`config.mk`:
```
export PLATFORM = sky130hd
export DESIGN_NAME = seg_scan_capture
export DESIGN_NICKNAME = d
export VERILOG_FILES = /design/src/rtl/seg_scan_capture.sv
export SDC_FILE = /design/constraint.sdc
export NUM_CORES = 1
export LEC_CHECK = 0
export BUFFER_PORTS_ARGS = -buffer_cell sky130_fd_sc_hd__buf_2
export CORE_UTILIZATION = 40
export DETAILED_ROUTE_END_ITERATION = 8
export HOLD_SLACK_MARGIN = 0.1
export MAX_ROUTING_LAYER = met4
export SETUP_SLACK_MARGIN = 0.3
export SYNTH_ARGS = -nofsm -noshare
export SYNTH_HDL_FRONTEND = slang
export SYNTH_SLANG_ARGS = --single-unit
```
`constraint.sdc`:
```
create_clock -name clk -period 5 [get_ports clk]
set_input_delay 1.25 -clock clk [delete_from_list [all_inputs] [get_ports clk]]
set_output_delay 1.25 -clock clk [all_outputs]
set_load 0.02 [all_outputs]
```
`src/rtl/seg_scan_capture.sv`:
```
// Captures a multiplexed 8-digit active-low 7-segment scan into a 32-bit hex value.
// A digit is taken after its {AN,SEG} pattern has been stable for STABLE samples.
module seg_scan_capture #(
    parameter int STABLE = 4
) (
    input  logic        clk,
    input  logic        clr,
    input  logic [7:0]  SEG,
    input  logic [7:0]  AN,
    output logic [31:0] value,
    output logic [7:0]  dp,
    output logic        frame_valid,
    output logic        bad_glyph,
    output logic        an_err
);

    typedef enum logic {WAIT, HOLD} state_t;

    state_t      state;
    logic [7:0]  seg_s, an_s, seg_p, an_p;
    logic [7:0]  cnt;
    logic [7:0]  mask;
    logic [31:0] stage_nib;
    logic [7:0]  stage_dp;
    logic [7:0]  stage_bad;

    logic        changed, act, one_hot, capture, multi;
    logic [7:0]  zeros, sel, mask_base, bad_base, mask_n, bad_n;
    logic [2:0]  digit_idx;
    logic [3:0]  nib;
    logic        glyph_bad;

    always_comb begin
        changed   = {an_s, seg_s} != {an_p, seg_p};
        act       = (state == WAIT) && !changed && (cnt == 8'(STABLE - 1));
        zeros     = ~an_s;
        one_hot   = (zeros != 8'h00) && ((zeros & (zeros - 8'd1)) == 8'h00);
        capture   = act && one_hot;
        multi     = act && (zeros != 8'h00) && !one_hot;
        digit_idx = 3'd0;
        for (int i = 0; i < 8; i++) begin
            if (zeros[i]) digit_idx = 3'(i);
        end
        sel = 8'd1 << digit_idx;
    end

    always_comb begin
        glyph_bad = 1'b0;
        case (seg_s[6:0])
            7'h40: nib = 4'h0;
            7'h79: nib = 4'h1;
            7'h24: nib = 4'h2;
            7'h30: nib = 4'h3;
            7'h19: nib = 4'h4;
            7'h12: nib = 4'h5;
            7'h02: nib = 4'h6;
            7'h78: nib = 4'h7;
            7'h00: nib = 4'h8;
            7'h10: nib = 4'h9;
            7'h08: nib = 4'hA;
            7'h03: nib = 4'hB;
            7'h46: nib = 4'hC;
            7'h21: nib = 4'hD;
            7'h06: nib = 4'hE;
            7'h0E: nib = 4'hF;
            default: begin
                nib       = 4'h0;
                glyph_bad = 1'b1;
            end
        endcase
    end

    // A full mask is committed this cycle, so a coincident capture starts the next frame.
    always_comb begin
        mask_base = (mask == 8'hFF) ? 8'h00 : mask;
        bad_base  = (mask == 8'hFF) ? 8'h00 : stage_bad;
        mask_n    = capture ? (mask_base | sel) : mask_base;
        bad_n     = capture ? ((bad_base & ~sel) | (glyph_bad ? sel : 8'h00)) : bad_base;
    end

    always_ff @(posedge clk or posedge clr) begin
        if (clr) begin
            seg_s       <= 8'hFF;
            an_s        <= 8'hFF;
            seg_p       <= 8'hFF;
            an_p        <= 8'hFF;
            cnt         <= 8'd0;
            state       <= WAIT;
            mask        <= 8'h00;
            stage_nib   <= 32'h0;
            stage_dp    <= 8'h00;
            stage_bad   <= 8'h00;
            value       <= 32'h0;
            dp          <= 8'h00;
            frame_valid <= 1'b0;
            bad_glyph   <= 1'b0;
            an_err      <= 1'b0;
        end else begin
            seg_s <= SEG;
            an_s  <= AN;
            seg_p <= seg_s;
            an_p  <= an_s;

            if (changed)                   cnt <= 8'd0;
            else if (cnt != 8'(STABLE))    cnt <= cnt + 8'd1;

            case (state)
                WAIT:    if (act)     state <= HOLD;
                HOLD:    if (changed) state <= WAIT;
                default:              state <= WAIT;
            endcase

            if (capture) begin
                stage_nib[4*digit_idx +: 4] <= nib;
                stage_dp[digit_idx]         <= ~seg_s[7];
            end
            mask      <= mask_n;
            stage_bad <= bad_n;

            frame_valid <= (mask == 8'hFF);
            if (mask == 8'hFF) begin
                value     <= stage_nib;
                dp        <= stage_dp;
                bad_glyph <= |stage_bad;
            end

            an_err <= multi;
        end
    end

endmodule
```
==> results of run 1 <==
## worst max-delay path: stages (launching register included)
cell	delay, ns
dfstp_2	0.65
nand2_1	0.07
o221ai_1	0.48
and2_1	0.50
ha_1	0.28
ha_1	0.30
nor2_1	0.11
nand3_1	0.20
nor4b_4	0.50
mux2_2	0.38
## flip-flops by register name, indices dropped and copies added (netlist names)
signal       count
stage_dp         8
mask             8
state            1
cnt              8
seg_p            8
frame_valid      1
seg_s            8
an_err           1
stage_bad        8
bad_glyph        1
value           32
stage_nib       32
an_p             8
an_s             8
dp               8
## power by group through the flow
stage	Combinational, mW	Sequential, mW	Clock, mW
after floorplan	0.0906	1.18	0
after global placement	0.0991	1.20	0
after detailed placement	0.101	1.21	0
after CTS	0.102	1.19	1.21
after global routing	0.112	1.19	1.26
final	0.0998	1.19	1.18
## synthesized netlist by cell type, drive strengths merged (2+ instances only)
cell	count
nor3b	2
and2	4
nand3b	4
a211oi	4
or4	2
and3b	3
o211ai	2
or3	2
nand4	24
clkbuf	28
nor2	29
dfrtp	108
nor2b	4
xnor2	22
o22ai	2
dfstp	32
inv	18
mux2	32
and3	3
or2	3
nand4b	7
nand2	137
nor3	7
nor4b	8
o21ai	16
nor4	5
mux2i	18
a31oi	5
a21oi	7
nand3	11
a211o	3
ha	9
o211a	2
o21a	4
buf	12
xor2	4
## path summary, 6_finish.rpt
kind / end / start / slack [ns]
worst max-delay path: stage_nib[10]$_DFFE_PP0P_ / an_s[3]$_DFF_PP1_ / 1.42
worst min-delay path: an_p[4]$_DFF_PP1_ / an_s[4]$_DFF_PP1_ / 0.41
worst max register to register: stage_nib[10]$_DFFE_PP0P_ / an_s[3]$_DFF_PP1_ / 1.42
worst min register to register: an_p[4]$_DFF_PP1_ / an_s[4]$_DFF_PP1_ / 0.41
max in group asynchronous: stage_nib[22]$_DFFE_PP0P_ / clr / 3.14
min in group asynchronous: value[5]$_DFFE_PP0P_ / clr / 0.93
## area by class of cell
type	count	area [um2]
repair buffers	65	350
multi-input cells	397	2590
fillers	1427	7990
clock inverters	14	120
flip-flops and latches	140	3540
inverters	19	75.1
clock buffers	18	439
well taps	211	264
## kinds of logic (layout without fill, tap and decap cells)
kind of cell	after synthesis	after routing	synth area share (%)
adder cells (fa/ha/maj)	10	10	1.92
flip-flops	140	140	55.6
multiplexers	50	50	8.47
buffers and inverters	59	116	3.79
AO/OA/AOI/OAI	52	52	5.36
AND/OR/NAND/NOR	259	259	21.3
XOR/XNOR	26	26	3.57
## per-layer routing
layer | share of wire [%] | wire (um) | track usage [%]
met1 | 49 | 6290 | 23.7
met5 | 0 | 0 | -
met3 | 3.3 | 421 | 4.72
met2 | 47 | 6050 | 27.2
met4 | 1.2 | 150 | 5.40
==> flow_metrics.env, run 1 <==
export IMPL_status="finished clean"
export IMPL_ant_nets=0
export IMPL_drc=0
export IMPL_core_mm2=0.0154
export IMPL_clockRootBuffer="clkbuf_16"
export IMPL_switching_share_pct=23.2
export IMPL_endpoint_kind="flip-flop"
export IMPL_final_max_slew_viol_count=0
export IMPL_antenna_cells=0
export IMPL_cp_max_fo=12
export IMPL_placed_cells=832
export IMPL_hold_viol=0
export IMPL_wire_per_inst_um=14.9
export IMPL_io_pins=61
export IMPL_power_leakage_nw=3.67
export IMPL_via_per_inst=5.01
export IMPL_synth_top_area_share_pct=42.4
export IMPL_finClkSkew_ns=0.0115
export IMPL_power_density_mw_per_mm2=333
export IMPL_clockBufferDepth=2
export IMPL_dieArea_mm2=0.0165
export IMPL_p_clk_share_pct=47.8
export IMPL_synth_edff_count=0
export IMPL_synth_top_cell_by_area="dfrtp_1"
export IMPL_required_ns=5.30
export IMPL_grt_use_total_pct=18.0
export IMPL_ys_seq_elements=140
export IMPL_port_buffers=60
export IMPL_syn_nets=623
export IMPL_rr_worst_depth=9
export IMPL_period_minus_slack_ns=3.58
export IMPL_die_x_um=128
export IMPL_cap_viol_max_count=0
export IMPL_placed_cell_area_mm2=0.00683
export IMPL_gp_congestion=0.830
export IMPL_synth_cells=596
export IMPL_seqPwrFrac_pct=48.1
export IMPL_crit_type="flip-flop to flip-flop"
export IMPL_power_share_combinational_pct=4.1
export IMPL_finalInstanceArea_mm2=0.00739
export IMPL_grt_start_max_net_pins=72
export IMPL_drive_above_1_share_pct=27.0
export IMPL_hold_path_class="flip-flop to flip-flop"
export IMPL_hold_buffers=0
export IMPL_nets=667
export IMPL_synthToLayoutAreaGrowth_pct=15.8
export IMPL_clkTransAtPathRegs_ns=0.06
export IMPL_netlist_area_mm2=0.00638
export IMPL_rsz0062_at_grt="no"
export IMPL_report_final_setup_viol=0
export IMPL_fin_cells=864
export IMPL_synth_distinct_cells=56
export IMPL_finish_utilization_pct=48.1
export IMPL_worst_slack_ns=1.42
export IMPL_die_height_um=128
export IMPL_grt_ovfl_total=0
export IMPL_critPathArrivalTime_ns=3.88
export IMPL_cts_setup_buffers=0
export IMPL_max_freq_mhz=279
export IMPL_cts_resized=0
export IMPL_fp_row_count=45
export IMPL_routed_wl_um=12900
export IMPL_power_switching_mw=0.571
export IMPL_ir_drop_uv=214
export IMPL_numCtsBuffers=17
export IMPL_syn_area_per_cell_um2=10.7
export IMPL_grt_pass1_wl_um=22100
export IMPL_setup_tns_ns=0
export IMPL_cts_sinks=140
export IMPL_synth_ff_type="dfrtp_1"
export IMPL_start_kind="flip-flop"
export IMPL_drtIter0Drc=180
export IMPL_initial_core_util_pct=41.5
export IMPL_cts_tree="done"
export IMPL_vias=4330
export IMPL_yosysWarnings=0
export IMPL_antenna_found_initial=0
export IMPL_grt_pass1_vias=4380
export IMPL_p_total_mw=2.46
export IMPL_yosysSeqAreaShare_pct=55.6
export IMPL_hold_depth=0
export IMPL_place_ws_ns=1.45
export IMPL_worst_pin_slew_ns=0.918
export IMPL_synthArstFlopShare_pct=100
export IMPL_intPower_mw=1.89
export IMPL_clkLatencyLatePin_ns=0.42
export IMPL_hold_ws_ns=0.415
export IMPL_period_share_pct=71.6
export IMPL_first_pass_iters=4
export IMPL_synth_area_leaders="dfrtp_1, dfstp_2, nand2_1"
export IMPL_final_common_cell="nand2_1"
export IMPL_layout_common_cells="nand2_1, dfrtp_1, buf_2"
export IMPL_max_slew_margin_pct=38.3
export IMPL_dp_hpwl_um=9000
export IMPL_cts_max_level=4
Note: power is estimated with default switching activity, not from simulation.
==> inputs of run 2 (changes only) <==
==> constraint.sdc (replaced) <==
create_clock -name clk -period 3.35 [get_ports clk]
set_input_delay 0.8375 -clock clk [delete_from_list [all_inputs] [get_ports clk]]
set_output_delay 0.8375 -clock clk [all_outputs]
set_load 0.02 [all_outputs]
==> run 2 against run 1 <==
Critical path depth unchanged. Worst hold slack improved by 0.0057 ns. Sequential power increased by 49%. Highest routed layer unchanged. Flip-flop and latch count unchanged. Clock skew decreased by 0.0022 ns.
==> flow_metrics.env, run 2 (synthesis gave the netlist of run 1 again) <==
export IMPL_period_share_pct=86.6
export IMPL_p_total_mw=3.92
export IMPL_clockBufferDepth=2
export IMPL_grt_start_max_net_pins=141
export IMPL_n_fill_cell=1397
export IMPL_clkLatencyLatePin_ns=0.42
export IMPL_antenna_found_initial=0
export IMPL_max_freq_mhz=345
export IMPL_io_pins=61
export IMPL_drc=0
export IMPL_setup_tns_ns=0
export IMPL_regArea_mm2=0.00354
export IMPL_power_leakage_nw=3.79
export IMPL_seqPwrFrac_pct=45.0
export IMPL_die_x_um=128
export IMPL_critPathArrivalTime_ns=3.21
export IMPL_period_minus_slack_ns=2.90
export IMPL_clkTransAtPathRegs_ns=0.06
export IMPL_cp_max_fo=16
export IMPL_hold_path_class="flip-flop to flip-flop"
export IMPL_intPower_mw=3.07
export IMPL_status="finished clean"
export IMPL_crit_type="flip-flop to flip-flop"
export IMPL_clockRootBuffer="clkbuf_16"
export IMPL_power_density_mw_per_mm2=514
export IMPL_required_ns=3.66
export IMPL_rsz0062_at_grt="yes"
export IMPL_hold_viol=0
export IMPL_dieArea_mm2=0.0165
export IMPL_power_switching_mw=0.855
export IMPL_die_height_um=128
export IMPL_path_buf_inv=2
export IMPL_initial_core_util_pct=41.5
export IMPL_final_common_cell="nand2_1"
export IMPL_finish_utilization_pct=49.6
export IMPL_p_clk_share_pct=50.7
export IMPL_start_kind="flip-flop"
export IMPL_antenna_cells=0
export IMPL_fp_row_count=45
export IMPL_final_max_slew_viol_count=0
export IMPL_first_pass_iters=5
export IMPL_numCtsBuffers=17
export IMPL_finalInstanceArea_mm2=0.00762
export IMPL_gp_congestion=0.878
export IMPL_hold_ws_ns=0.421
export IMPL_critPathMaxStageDelay_ns=0.71
export IMPL_max_slew_margin_pct=38.7
export IMPL_slowest_stage="dfstp_2"
export IMPL_wire_per_inst_um=14.9
export IMPL_core_mm2=0.0154
export IMPL_cts_sinks=140
export IMPL_finClkSkew_ns=0.00924
export IMPL_grt_pass1_vias=4363
export IMPL_grt_ovfl_total=0
export IMPL_via_per_inst=4.98
export IMPL_path_cells="nand2_1 -> a31o_2 -> inv_1 -> ha_1 -> ha_4 -> nand4b_1 -> nor4b_4 -> buf_4 -> mux2_2"
export IMPL_largestRegisters="stage_nib x32, value x32"
export IMPL_nets=683
export IMPL_ir_drop_uv=331
export IMPL_cap_viol_max_count=0
export IMPL_grt_pass1_wl_um=22000
export IMPL_report_final_setup_viol=0
export IMPL_ant_nets=0
export IMPL_drtIter0Drc=172
export IMPL_cts_max_level=4
export IMPL_power_share_combinational_pct=4.2
export IMPL_vias=4384
export IMPL_grt_use_total_pct=18.1
export IMPL_synthToLayoutAreaGrowth_pct=19.5
export IMPL_cp_top_family="simple AND/OR/NAND/NOR gates"
export IMPL_routed_wl_um=13100
export IMPL_port_buffers=60
export IMPL_worst_pin_slew_ns=0.915
export IMPL_drive_above_1_share_pct=29.1
export IMPL_placed_cell_area_mm2=0.00688
export IMPL_cts_tree="done"
export IMPL_layout_common_cells="nand2_1, dfrtp_1, buf_2"
export IMPL_dp_hpwl_um=8970
export IMPL_endpoint_kind="flip-flop"
export IMPL_multi_input_area_mm2=0.00264
export IMPL_switching_share_pct=21.8
-- run 2: cell types whose count changed in the layout (fill, tap and decap cells not counted), moves of 2 or more --
cell,previous run,this run
buf_4,4,20
bufinv_16,1,4
clkinv_2,5,1
clkinvlp_4,5,3
inv_6,2,4
nand3_1,11,9
nand3_2,0,2
-- run 2: worst register-to-register path, cell delays in order, from the launching register on --
cell and delay [ns]:
dfstp_2 0.71, nand2_1 0.13, a31o_2 0.26, inv_1 0.08, ha_1 0.25, ha_4 0.24
nand4b_1 0.29, nor4b_4 0.31, buf_4 0.17, mux2_2 0.34
-- run 2: final cells by class --
cell class	instances	area share (%)
Multi-Input combinational cell	397	34.6
Clock inverter	13	2.46
Timing Repair Buffer	81	6.17
Clock buffer	19	5.81
Tap cell	211	3.46
Inverter	19	0.985
Sequential cell	140	46.5
-- run 2: routing by layer --
| metal | GRT usage (%) | vias up | routed length, um |
|---|---|---|---|
| met5 | - | - | 0 |
| met4 | 6.92 | 0 | 185 |
| met3 | 4.47 | 14 | 458 |
| met2 | 27.1 | 74 | 6110 |
| met1 | 23.6 | 2137 | 6380 |
| li1 | - | 2159 | - |
-- run 2: what timing repair did --
action                     4_1_cts  5_1_grt
pin swaps                        2        3
setup endpoints to repair       12       24
gates resized for setup          0        5
hold buffers                     0        0
buffers inserted                 3        8
-- run 2: worst paths after layout --
kind / start / endpoint / slack (ns) / depth (start not counted)
hold / removal: an_s[5]$_DFF_PP1_ / an_p[5]$_DFF_PP1_ / 0.42 / 0
max in group asynchronous: clr / an_err$_DFF_PP0_ / 2.14 / 3
setup reg to reg: an_s[7]$_DFF_PP1_ / stage_nib[13]$_DFFE_PP0P_ / 0.45 / 9
setup / recovery: an_s[7]$_DFF_PP1_ / stage_nib[13]$_DFFE_PP0P_ / 0.45 / 9
min in group asynchronous: clr / dp[6]$_DFFE_PP0P_ / 0.56 / 3
hold reg to reg: an_s[5]$_DFF_PP1_ / an_p[5]$_DFF_PP1_ / 0.42 / 0
-- run 2: metrics by stage --
| step | setup WS [ns] | instances |
|---|---|---|
| 2_1_floorplan | 0.314 | 596 |
| 3_3_place_gp | 0.394 | 837 |
| 3_5_place_dp | 0.274 | 837 |
| 4_1_cts | 0.338 | 872 |
| 5_1_grt | 0.302 | 880 |
| 6_report | 0.450 | 880 |
-- run 2: power groups by stage --
stage | clock network, mW | registers [mW] | logic [mW]
floorplan | 0 | 1.77 | 0.137
global placement | 0 | 1.80 | 0.151
detailed placement | 0 | 1.80 | 0.155
CTS | 2.02 | 1.77 | 0.159
global route | 2.10 | 1.77 | 0.186
finish | 1.99 | 1.77 | 0.167
==> inputs of run 3 (changes only) <==
==> constraint.sdc (replaced) <==
create_clock -name clk -period 3 [get_ports clk]
set_input_delay 0.75 -clock clk [delete_from_list [all_inputs] [get_ports clk]]
set_output_delay 0.75 -clock clk [all_outputs]
set_load 0.02 [all_outputs]
==> run 3 against run 2 <==
Cell area rose by 4.8%. Count of clock-buffer cells in the layout fell by 2. Critical path depth decreased by 2. First-iteration DRC count is 30% higher. Setup slack got worse by 0.12 ns. Cell count is 3.3% higher. Sequential power rose by 10%. Total power grew 14%. Core utilization up 2.4 points.
==> flow_metrics.env, run 3 (synthesis gave the netlist of run 1 again) <==
export IMPL_status="finished clean"
export IMPL_drive_above_1_share_pct=34.0
export IMPL_ir_drop_uv=538
export IMPL_fin_cells=909
export IMPL_grt_pass1_wl_um=22500
export IMPL_antenna_cells=0
export IMPL_clockBufferDepth=2
export IMPL_placed_cells=845
export IMPL_finClkSkew_ns=0.0103
export IMPL_grt_use_total_pct=18.4
export IMPL_nets=712
export IMPL_first_pass_iters=4
export IMPL_synthToLayoutAreaGrowth_pct=25.2
export IMPL_max_freq_mhz=374
export IMPL_start_kind="flip-flop"
export IMPL_cap_viol_max_count=0
export IMPL_report_final_setup_viol=0
export IMPL_cp_max_fo=4
export IMPL_placed_cell_area_mm2=0.00701
export IMPL_r2r_setup_slack_ns=0.33
export IMPL_regToRegStartpoint="cnt[7]$_DFFE_PP0P_"
export IMPL_final_common_cell="nand2_1"
export IMPL_cts_sinks=140
export IMPL_cts_tree="done"
export IMPL_max_slew_margin_pct=42.4
export IMPL_initial_core_util_pct=41.5
export IMPL_critPathArrivalTime_ns=2.99
export IMPL_p_total_mw=4.48
export IMPL_n_fill_cell=1369
export IMPL_place_ws_ns=0.150
export IMPL_wire_per_inst_um=14.8
export IMPL_worst_pin_slew_ns=0.858
export IMPL_drc=0
export IMPL_rr_worst_depth=7
export IMPL_period_share_pct=89.1
export IMPL_clockRootBuffer="clkbuf_16"
export IMPL_core_mm2=0.0154
export IMPL_clkLatencyLatePin_ns=0.43
export IMPL_drtIter0Drc=224
export IMPL_hold_viol=0
export IMPL_crit_type="flip-flop to flip-flop"
export IMPL_vias=4550
export IMPL_via_per_inst=5.01
export IMPL_gp_congestion=0.797
export IMPL_io_pins=61
export IMPL_dp_hpwl_um=9000
export IMPL_fp_row_count=45
export IMPL_ant_nets=0
export IMPL_clkTransAtPathRegs_ns=0.06
export IMPL_numCtsBuffers=17
export IMPL_port_buffers=60
export IMPL_finalInstanceArea_mm2=0.00799
export IMPL_grt_ovfl_total=0
export IMPL_die_x_um=128
export IMPL_hold_path_class="input pin to async pin"
export IMPL_setup_tns_ns=0
export IMPL_cts_max_level=4
export IMPL_endpoint_kind="flip-flop"
export IMPL_routed_wl_um=13400
export IMPL_r2r_end="stage_nib[23]$_DFFE_PP0P_"
export IMPL_grt_start_max_net_pins=92
export IMPL_worst_slack_ns=0.326
export IMPL_hold_buffers=0
export IMPL_die_height_um=128
export IMPL_dieArea_mm2=0.0165
export IMPL_layout_common_cells="nand2_1, dfrtp_1, buf_2"
export IMPL_period_minus_slack_ns=2.67
export IMPL_antenna_found_initial=0
export IMPL_final_max_slew_viol_count=0
export IMPL_required_ns=3.32
export IMPL_rsz0062_at_grt="yes"
export IMPL_grt_pass1_vias=4548
export IMPL_power_density_mw_per_mm2=561
export IMPL_largestRegisters="stage_nib x32, value x32"
export IMPL_power_leakage_nw=3.99
[run 3: cell count changes in the layout (fill, tap and decap cells not counted), moves of 2 or more]
cell,delta
buf_4,+27
mux2_2,-9
mux2_4,+9
inv_8,+3
clkinv_4,+2
clkinvlp_4,-2
ha_1,-2
inv_1,-2
inv_2,+2
nand2_1,-2
[run 3: cell type report]
type / count / area [um2] / share of cell area [%]
multi-input cells: 397 / 2750 / 34.4
clock buffers: 17 / 425 / 5.33
repair buffers: 110 / 704 / 8.82
clock inverters: 15 / 224 / 2.80
well taps: 211 / 264 / 3.31
flip-flops and latches: 140 / 3550 / 44.4
inverters: 19 / 75.1 / 0.940
[run 3: what timing repair did]
item | CTS | global route
setup endpoints to repair | 32 | 32
buffers inserted | 20 | 12
pin swaps | 9 | 9
resized for setup | 6 | 15
[run 3: worst max-delay path by stage]
stage                                endpoint  depth (start not counted)          startpoint
CTS                 stage_nib[15]$_DFFE_PP0P_                          7   an_s[3]$_DFF_PP1_
global route        stage_nib[23]$_DFFE_PP0P_                          7  cnt[7]$_DFFE_PP0P_
floorplan           stage_nib[11]$_DFFE_PP0P_                         11   an_s[2]$_DFF_PP1_
global placement    stage_nib[14]$_DFFE_PP0P_                          8   an_s[3]$_DFF_PP1_
finish              stage_nib[23]$_DFFE_PP0P_                          7  cnt[7]$_DFFE_PP0P_
detailed placement  stage_nib[15]$_DFFE_PP0P_                          8   an_s[3]$_DFF_PP1_
[run 3: stage by stage]
step / utilization (%) / hold slack, ns
global placement: 45.6 / 0.406
finish: 52.0 / 0.289
global route: 52.0 / 0.298
detailed placement: 45.6 / 0.411
floorplan: - / 0.352
CTS: 50.9 / 0.291
[run 3: per-layer routing]
layer / up-vias / global-route usage (%) / share of wire, %
met5: - / - / 0
met4: 0 / 6.85 / 1.4
met3: 16 / 4.88 / 3.3
met2: 75 / 27.5 / 47
met1: 2239 / 23.9 / 49
li1: 2220 / - / -
[run 3: worst max-delay path: stages, from the launching register on]
cell,delay (ns)
dfrtp_1,0.39
or4_4,0.58
nor4_4,0.37
buf_4,0.19
nand4b_1,0.21
nor4b_4,0.30
buf_4,0.19
mux2_2,0.33
[run 3: power breakdown]
part | leakage (nW) | switching, mW | internal [mW] | total, mW
clock network | 0.319 | 0.868 | 1.42 | 2.29
registers | 1.85 | 0.0225 | 1.93 | 1.95
logic | 1.83 | 0.143 | 0.0987 | 0.242
